`config.mk`:
```
export PLATFORM = sky130hd
export DESIGN_NAME = adder_share_arbiter
export DESIGN_NICKNAME = d
export VERILOG_FILES = /design/src/rtl/adder_share_arbiter.sv
export SDC_FILE = /design/constraint.sdc
export NUM_CORES = 1
export LEC_CHECK = 0
export ABC_AREA = 1
export ABC_CLOCK_PERIOD_IN_PS = 10700
export BUFFER_PORTS_ARGS = -buffer_cell sky130_fd_sc_hd__buf_2
export CAP_MARGIN = 20
export CELL_PAD_IN_SITES_DETAIL_PLACEMENT = 0
export CELL_PAD_IN_SITES_GLOBAL_PLACEMENT = 1
export CORE_ASPECT_RATIO = 2
export CORE_MARGIN = 8
export CORE_UTILIZATION = 38
export CTS_BUF_LIST = sky130_fd_sc_hd__clkbuf_8
export DETAILED_ROUTE_END_ITERATION = 16
export PLACE_DENSITY_LB_ADDON = 0.12
export SETUP_SLACK_MARGIN = 0.2
export SYNTH_ARGS = -nofsm -noshare
export SYNTH_HDL_FRONTEND = slang
export SYNTH_SLANG_ARGS = --single-unit
export TNS_END_PERCENT = 1
```
`constraint.sdc`:
```
create_clock -name clk -period 10.7 [get_ports clk]
set_clock_uncertainty 0.15 [all_clocks]
set_input_delay 1.07 -clock clk [delete_from_list [all_inputs] [get_ports clk]]
set_output_delay 1.07 -clock clk [all_outputs]
set_load 0.1 [all_outputs]
```
`src/rtl/adder_share_arbiter.sv`:
```
// rtl/adder_share_arbiter.sv - round-robin arbiter sharing one 32-bit carry-increment adder among NREQ requesters
// Optional per-requester sticky overflow flags are built when ADDARB_STICKY_OF_EN is defined.

module carry_increment_adder (
    input  logic [31:0] a_i,
    input  logic [31:0] b_i,
    input  logic        cin_i,
    output logic [31:0] sum_o,
    output logic        cout_o
);
    logic [4:0] carry;

    assign carry[0] = cin_i;

    // Each 8-bit block precomputes +0 and +1 results; the ripple carry only selects.
    for (genvar g = 0; g < 4; g++) begin : g_blk
        logic [8:0] s0;
        logic [8:0] s1;
        assign s0 = {1'b0, a_i[8*g +: 8]} + {1'b0, b_i[8*g +: 8]};
        assign s1 = s0 + 9'd1;
        assign sum_o[8*g +: 8] = carry[g] ? s1[7:0] : s0[7:0];
        assign carry[g+1]      = carry[g] ? s1[8]   : s0[8];
    end

    assign cout_o = carry[4];
endmodule

module adder_share_arbiter #(
    parameter  int NREQ = 4,
    localparam int IDW  = $clog2(NREQ)
) (
    input  logic                 clk,
    input  logic                 rst,
    input  logic [NREQ-1:0]      req_valid,
    output logic [NREQ-1:0]      req_ready,
    input  logic [NREQ*32-1:0]   req_a,
    input  logic [NREQ*32-1:0]   req_b,
    input  logic [NREQ-1:0]      req_cin,
    output logic                 rsp_valid,
    input  logic                 rsp_ready,
    output logic [IDW-1:0]       rsp_id,
    output logic [31:0]          rsp_sum,
    output logic                 rsp_cout,
`ifdef ADDARB_STICKY_OF_EN
    input  logic [NREQ-1:0]      of_clr,
    output logic [NREQ-1:0]      of_sticky,
`endif
    output logic                 rsp_of
);
    typedef enum logic [1:0] {S_IDLE, S_EXEC, S_RESP} state_t;

    state_t          state_q;
    logic [IDW-1:0]  ptr_q;
    logic [31:0]     op_a_q;
    logic [31:0]     op_b_q;
    logic            op_cin_q;
    logic [IDW-1:0]  op_id_q;
    logic            rsp_valid_q;
    logic [IDW-1:0]  rsp_id_q;
    logic [31:0]     rsp_sum_q;
    logic            rsp_cout_q;
    logic            rsp_of_q;

    logic            grant_found;
    logic [IDW-1:0]  grant_idx;
    logic            accept;
    logic [31:0]     add_sum;
    logic            add_cout;
    logic            add_of;

    // Scan starts one past the last winner so the previous grantee has lowest priority.
    always_comb begin
        grant_found = 1'b0;
        grant_idx   = '0;
        for (int k = 1; k <= NREQ; k++) begin
            logic [IDW-1:0] cand;
            cand = IDW'((int'(ptr_q) + k) % NREQ);
            if (!grant_found && req_valid[cand]) begin
                grant_found = 1'b1;
                grant_idx   = cand;
            end
        end
    end

    assign accept    = grant_found &&
                       ((state_q == S_IDLE) || ((state_q == S_RESP) && rsp_ready));
    assign req_ready = (accept && !rst) ? (NREQ'(1) << grant_idx) : '0;

    carry_increment_adder u_add (
        .a_i    (op_a_q),
        .b_i    (op_b_q),
        .cin_i  (op_cin_q),
        .sum_o  (add_sum),
        .cout_o (add_cout)
    );

    assign add_of = (op_a_q[31] == op_b_q[31]) && (add_sum[31] != op_a_q[31]);

    always_ff @(posedge clk or posedge rst) begin
        if (rst) begin
            state_q     <= S_IDLE;
            ptr_q       <= IDW'(NREQ - 1);
            op_a_q      <= '0;
            op_b_q      <= '0;
            op_cin_q    <= 1'b0;
            op_id_q     <= '0;
            rsp_valid_q <= 1'b0;
            rsp_id_q    <= '0;
            rsp_sum_q   <= '0;
            rsp_cout_q  <= 1'b0;
            rsp_of_q    <= 1'b0;
        end else begin
            if (accept) begin
                op_a_q   <= req_a[int'(grant_idx)*32 +: 32];
                op_b_q   <= req_b[int'(grant_idx)*32 +: 32];
                op_cin_q <= req_cin[grant_idx];
                op_id_q  <= grant_idx;
                ptr_q    <= grant_idx;
            end
            case (state_q)
                S_IDLE: begin
                    if (accept) state_q <= S_EXEC;
                end
                S_EXEC: begin
                    rsp_id_q    <= op_id_q;
                    rsp_sum_q   <= add_sum;
                    rsp_cout_q  <= add_cout;
                    rsp_of_q    <= add_of;
                    rsp_valid_q <= 1'b1;
                    state_q     <= S_RESP;
                end
                S_RESP: begin
                    if (rsp_ready) begin
                        rsp_valid_q <= 1'b0;
                        state_q     <= accept ? S_EXEC : S_IDLE;
                    end
                end
                default: state_q <= S_IDLE;
            endcase
        end
    end

    assign rsp_valid = rsp_valid_q;
    assign rsp_id    = rsp_id_q;
    assign rsp_sum   = rsp_sum_q;
    assign rsp_cout  = rsp_cout_q;
    assign rsp_of    = rsp_of_q;

`ifdef ADDARB_STICKY_OF_EN
    logic [NREQ-1:0] of_sticky_q;
    logic [NREQ-1:0] of_set;

    assign of_set = ((state_q == S_EXEC) && add_of) ? (NREQ'(1) << op_id_q) : '0;

    // Set is OR-ed in after the clear so a coincident overflow keeps the bit.
    always_ff @(posedge clk or posedge rst) begin
        if (rst) begin
            of_sticky_q <= '0;
        end else begin
            of_sticky_q <= (of_sticky_q & ~of_clr) | of_set;
        end
    end

    assign of_sticky = of_sticky_q;
`endif
endmodule

```
Word-level counts from Yosys, hierarchy flattened
Cells that the tools add are included.

Reduce and logical (&&, ||, !) cells: 16. Add/sub/neg operators: 12. $lt $le $gt $ge: 5. Shifts and indexed selects: 3. Mux-type cells: 33. Equality and inequality tests: 6.

Operators by type and width (number): 128-bit by 8-bit variable part select with 32-bit output (2); 8-bit by 8-bit adder with 9-bit output (4); 9-bit by 1-bit adder with 9-bit output (second input constant) (4); 8-bit two-way mux (4); 2-bit by 3-bit < comparator with 1-bit output (second input constant) (5); 1-bit two-way mux (15); 2-bit two-way mux (6); 1-bit binary-select mux with 2-bit select (5); 1-bit logical AND (7); 2-bit one-hot mux with 3 select lines (1); 2-bit by 1-bit adder with 2-bit output (second input constant) (2); 2-bit adder (second input constant) (2); 1-bit logical NOT (4); 4-bit two-way mux (1); 2-bit inequality test (second input constant) (2); 2-bit AND reduction (2); 1-bit by 2-bit left shift with 4-bit output (first input constant) (1); 2-bit by 1-bit equality test with 1-bit output (second input constant) (1); 2-bit equality test (second input constant) (1); 2-bit logical NOT (1); 1-bit one-hot mux with 2 select lines (1); 2-bit nonzero test (1); 1-bit equality test (1); 1-bit logical OR (1); 1-bit inequality test (1).

Input port bits: 267. Bits in registers: 108. Output and inout bits: 41.

Longest topological paths before layout
Depth after elaboration: 17. Gate-level depth with buffers: 21. Mapped depth without buffers: 20.

Modules after synthesis
Synthesis repeated with hierarchy kept, for this count alone.

Cells, all modules: 1589. Area total of the unflattened synthesis: 9785.6 µm².

Modules (own cells, without submodules): adder_share_arbiter (area each 7241.9 µm², cells an instance 1168, times used 1); carry_increment_adder (area each 2543.7 µm², cells an instance 421, times used 1).

Worst setup path after synthesis
Ideal clock, no wire load.

Path kind: in2out. Start: in rst. End: out req_ready[0]. Setup slack: 3586 ps. Buffers on the path: 0. Stages: 3. Data arrival time: 5894 ps. Cells stage by stage: inv_1 nand2_1 nor3_1.

Longest elaborated chain between the ends: 3.

RTL lines: start: declaration (RTL line 33) `input logic rst,`; 1-bit logical NOT (no line); 1-bit logical AND (RTL line 87) `assign req_ready = (accept && !rst) ? (NREQ'(1) << grant_idx) : '0;`; 4-bit two-way mux (RTL line 87); end: declaration (RTL line 35) `output logic [NREQ-1:0] req_ready,`.

Every way passes these cells.

Worst setup path after layout
Start: in req_valid[2]. End: out req_ready[1].

Longest elaborated chain between the ends: 15.

RTL lines: start: declaration (RTL line 34) `input logic [NREQ-1:0] req_valid,`; 1-bit binary-select mux with 2-bit select (RTL line 78) `if (!grant_found && req_valid[cand]) begin`; 1-bit two-way mux (not written as such) (RTL line 78); 1-bit two-way mux (RTL line 78); 1-bit logical NOT (RTL line 78); 1-bit logical AND (RTL line 78); 1-bit two-way mux (RTL line 78); 1-bit logical NOT (RTL line 78); 1-bit logical AND (RTL line 78); 1-bit two-way mux (RTL line 78); 1-bit logical NOT (RTL line 78); 1-bit logical AND (RTL line 78); 1-bit two-way mux (RTL line 78); 1-bit logical AND (RTL line 85) `assign accept = grant_found &&`; 1-bit logical AND (RTL line 87); 4-bit two-way mux * (RTL line 87).

Every way passes the cells marked *; elsewhere a longest branch is shown, timed or not. The select of a mux whose other input is x is not followed.

==> flow_summary.toml <==
[run_status]
status = "finished, final reports clean"

[yosys]
yosysSeqAreaShare_pct = 32.98
yosysTopAreaCellShare_pct = 32.34
ys_seq_elements = 108
synth_top_cell_by_area = "dfrtp_1"
synthArstFlopShare_pct = 100.0
synth_nets = 1513
synth.top_cells.by_area = "dfrtp_1 32%, nand2_1 27%, ha_1 5.5%, nand4_1 4.8%, inv_1 3.8%"
synth_warnings = 0
synthCells = 1206
syn_avg_cell_area_um2 = 6.802
synth_edf_count = 0
synth_ff_type = "dfrtp_1"
synthDistinctLibCells = 42
syn_area_um2 = 8203

[setup_path]
worst_ep_arrival_time_ns = 3.78
max_stage_delay_ns = 0.60
crit_family = "buffers and inverters"
critPathLaunchType = "input pin"
critPathMaxFanout = 75
path_cells = "buf_2 -> inv_1 -> o21ai_1 -> nand2_1 -> o21ai_0 -> inv_1 -> nand4_1 -> nand2_2 -> buf_4 -> inv_2 -> buf_4 -> nand2_1 -> nor3_1 -> buf_2"
cp.required_ns = 9.48
path_buf_inv = 7
worst-setup-path-type = "in2out"
r2r_cells = 16
cpMaxStageDelayCell = "buf_4"
ff2ff_setup_slack_ns = 7.17
endpoint_kind = "output pin"
worst-path-stages = 14

[timing]
grt_setup_unrepaired = "no"
setup_viol = 0
hold_viol = 0
period_needed_ns = 4.999
drv_slew = 0
worst_slew_pin_slew_ns = 0.7908
fmax_mhz = 200.0
relSlewSlack_pct = 47.28
timing.final.crit_share_pct = 46.72
fin_tns_setup_ns = 0

[cts]
cts_resized = 0
clock_sinks = 108
root_buffer = "clkbuf_8"
cts_buffer_depth = 2
htreeDepth = 3
cts.hold.buffers_added = 0
clock_latency_ns = 0.42
cts_tree = "built"
cts_buffers = 9
cts.reportedPaths.clkPinSlew_ns = 0.10
postCtsSetupBuffers = 0

[placed_design]
dp_hpwl_um = 24140
numPortBuffers = 307
dp.cells = 1744
place.gp.congestion = 0.8466

[floorplanning]
die_width_um = 119.9
placementRows = 76
start_util_pct = 38.34
die_h_um = 223.8
num_io_pins = 308
dieArea_um2 = 26830
core_um2 = 21400

[cells_and_area]
drive_above_1_share_pct = 25.62
mostFrequentLayoutCells = "590 x nand2_1, 307 x buf_2, 106 x dfrtp_1"
mostFrequentLayoutCell = "nand2_1"
multi_input_area_um2 = 4876
nets = 1789
final_cells = 1764
seq_area_um2 = 2705
fillers = 2363
syn_to_final_growth_pct = 22.47

[global_route]
grt_pass1_vias = 8992
grt_max_degree = 76
antenna_found_initial = 6
grt_usage_pct = 22.08
grt_pass1_wl_um = 46690
grt.overflow.total = 0

[job]
cap_violations = 0

[drt]
wl_per_cell_um = 16.55
first_pass_iters = 4
via_count = 8695
wl_um = 29200
ant_nets = 0
viasPerCell = 4.929
drtIter0Drc = 348
drc = 0

[hold_path]
hp-class = "reg2reg"
worstHoldPathCells = 1
==> state kept, by name (all words and copies together) (netlist names) <==
| signal | cells |
|---|---|
| state_q | 2 |
| op_id_q | 2 |
| op_a_q | 32 |
| ptr_q | 2 |
| rsp_id | 2 |
| rsp_cout | 1 |
| rsp_sum | 32 |
| rsp_valid | 1 |
| rsp_of | 1 |
| op_b_q | 32 |
| op_cin_q | 1 |
==> layer usage <==
metal  track usage, %  wire [µm]
met4            8.475        771
met1            26.02      12220
met2            36.39      14050
met5                0         37
met3            7.188       2120
==> metrics by stage <==
step	utilization, %	hold WS (ns)	cell area (µm²)	setup slack, ns
global placement	46.08	0.3051	9859	5.734
global route	46.94	0.3358	10040	5.377
finish	46.95	0.3243	10050	5.701
CTS	46.91	0.3253	10040	5.651
detailed placement	46.08	0.3104	9859	5.703
floorplan	-	0.2860	8203	3.586
==> final cells by class <==
type                       count  share of cell area, %
tap                          273                  3.400
clock buffer                   9                  1.233
clock inverter                 7                 0.5231
sequential                   108                  26.93
multi-input combinational    959                  48.54
inverter                      88                  3.313
antenna                        4                0.09964
timing repair buffer         316                  15.97
==> cell families after synthesis <==
kind of cell	share of synthesized area (%)
AO/OA/AOI/OAI	9.823
XOR/XNOR	2.974
adder cells (fa/ha/maj)	6.467
buffers and inverters	7.825
flip-flops	32.98
AND/OR/NAND/NOR	39.93
==> cell usage after synthesis (15+ instances only) <==
cell / n
a21oi_1: 18
a22oi_1: 27
a22oi_2: 19
buf_4: 15
clkbuf_1: 15
dfrtp_1: 106
ha_1: 36
inv_1: 84
nand2_1: 591
nand3_1: 44
nand4_1: 63
nor2_1: 42
o21ai_0: 22
xor2_1: 19
==> final timing paths <==
kind / end / start
min reg2reg: state_q[1] / state_q[0]
min in group asynchronous: rsp_sum[3] / rst
max: req_ready[1] / req_valid[2]
max in group asynchronous: op_a_q[19] / rst
max reg2reg: op_b_q[20] / ptr_q[0]
min: state_q[1] / state_q[0]
Power is left out: the tool's default activity adds up to more than one toggle a clock period on the data nets, which glitch-free logic cannot reach.
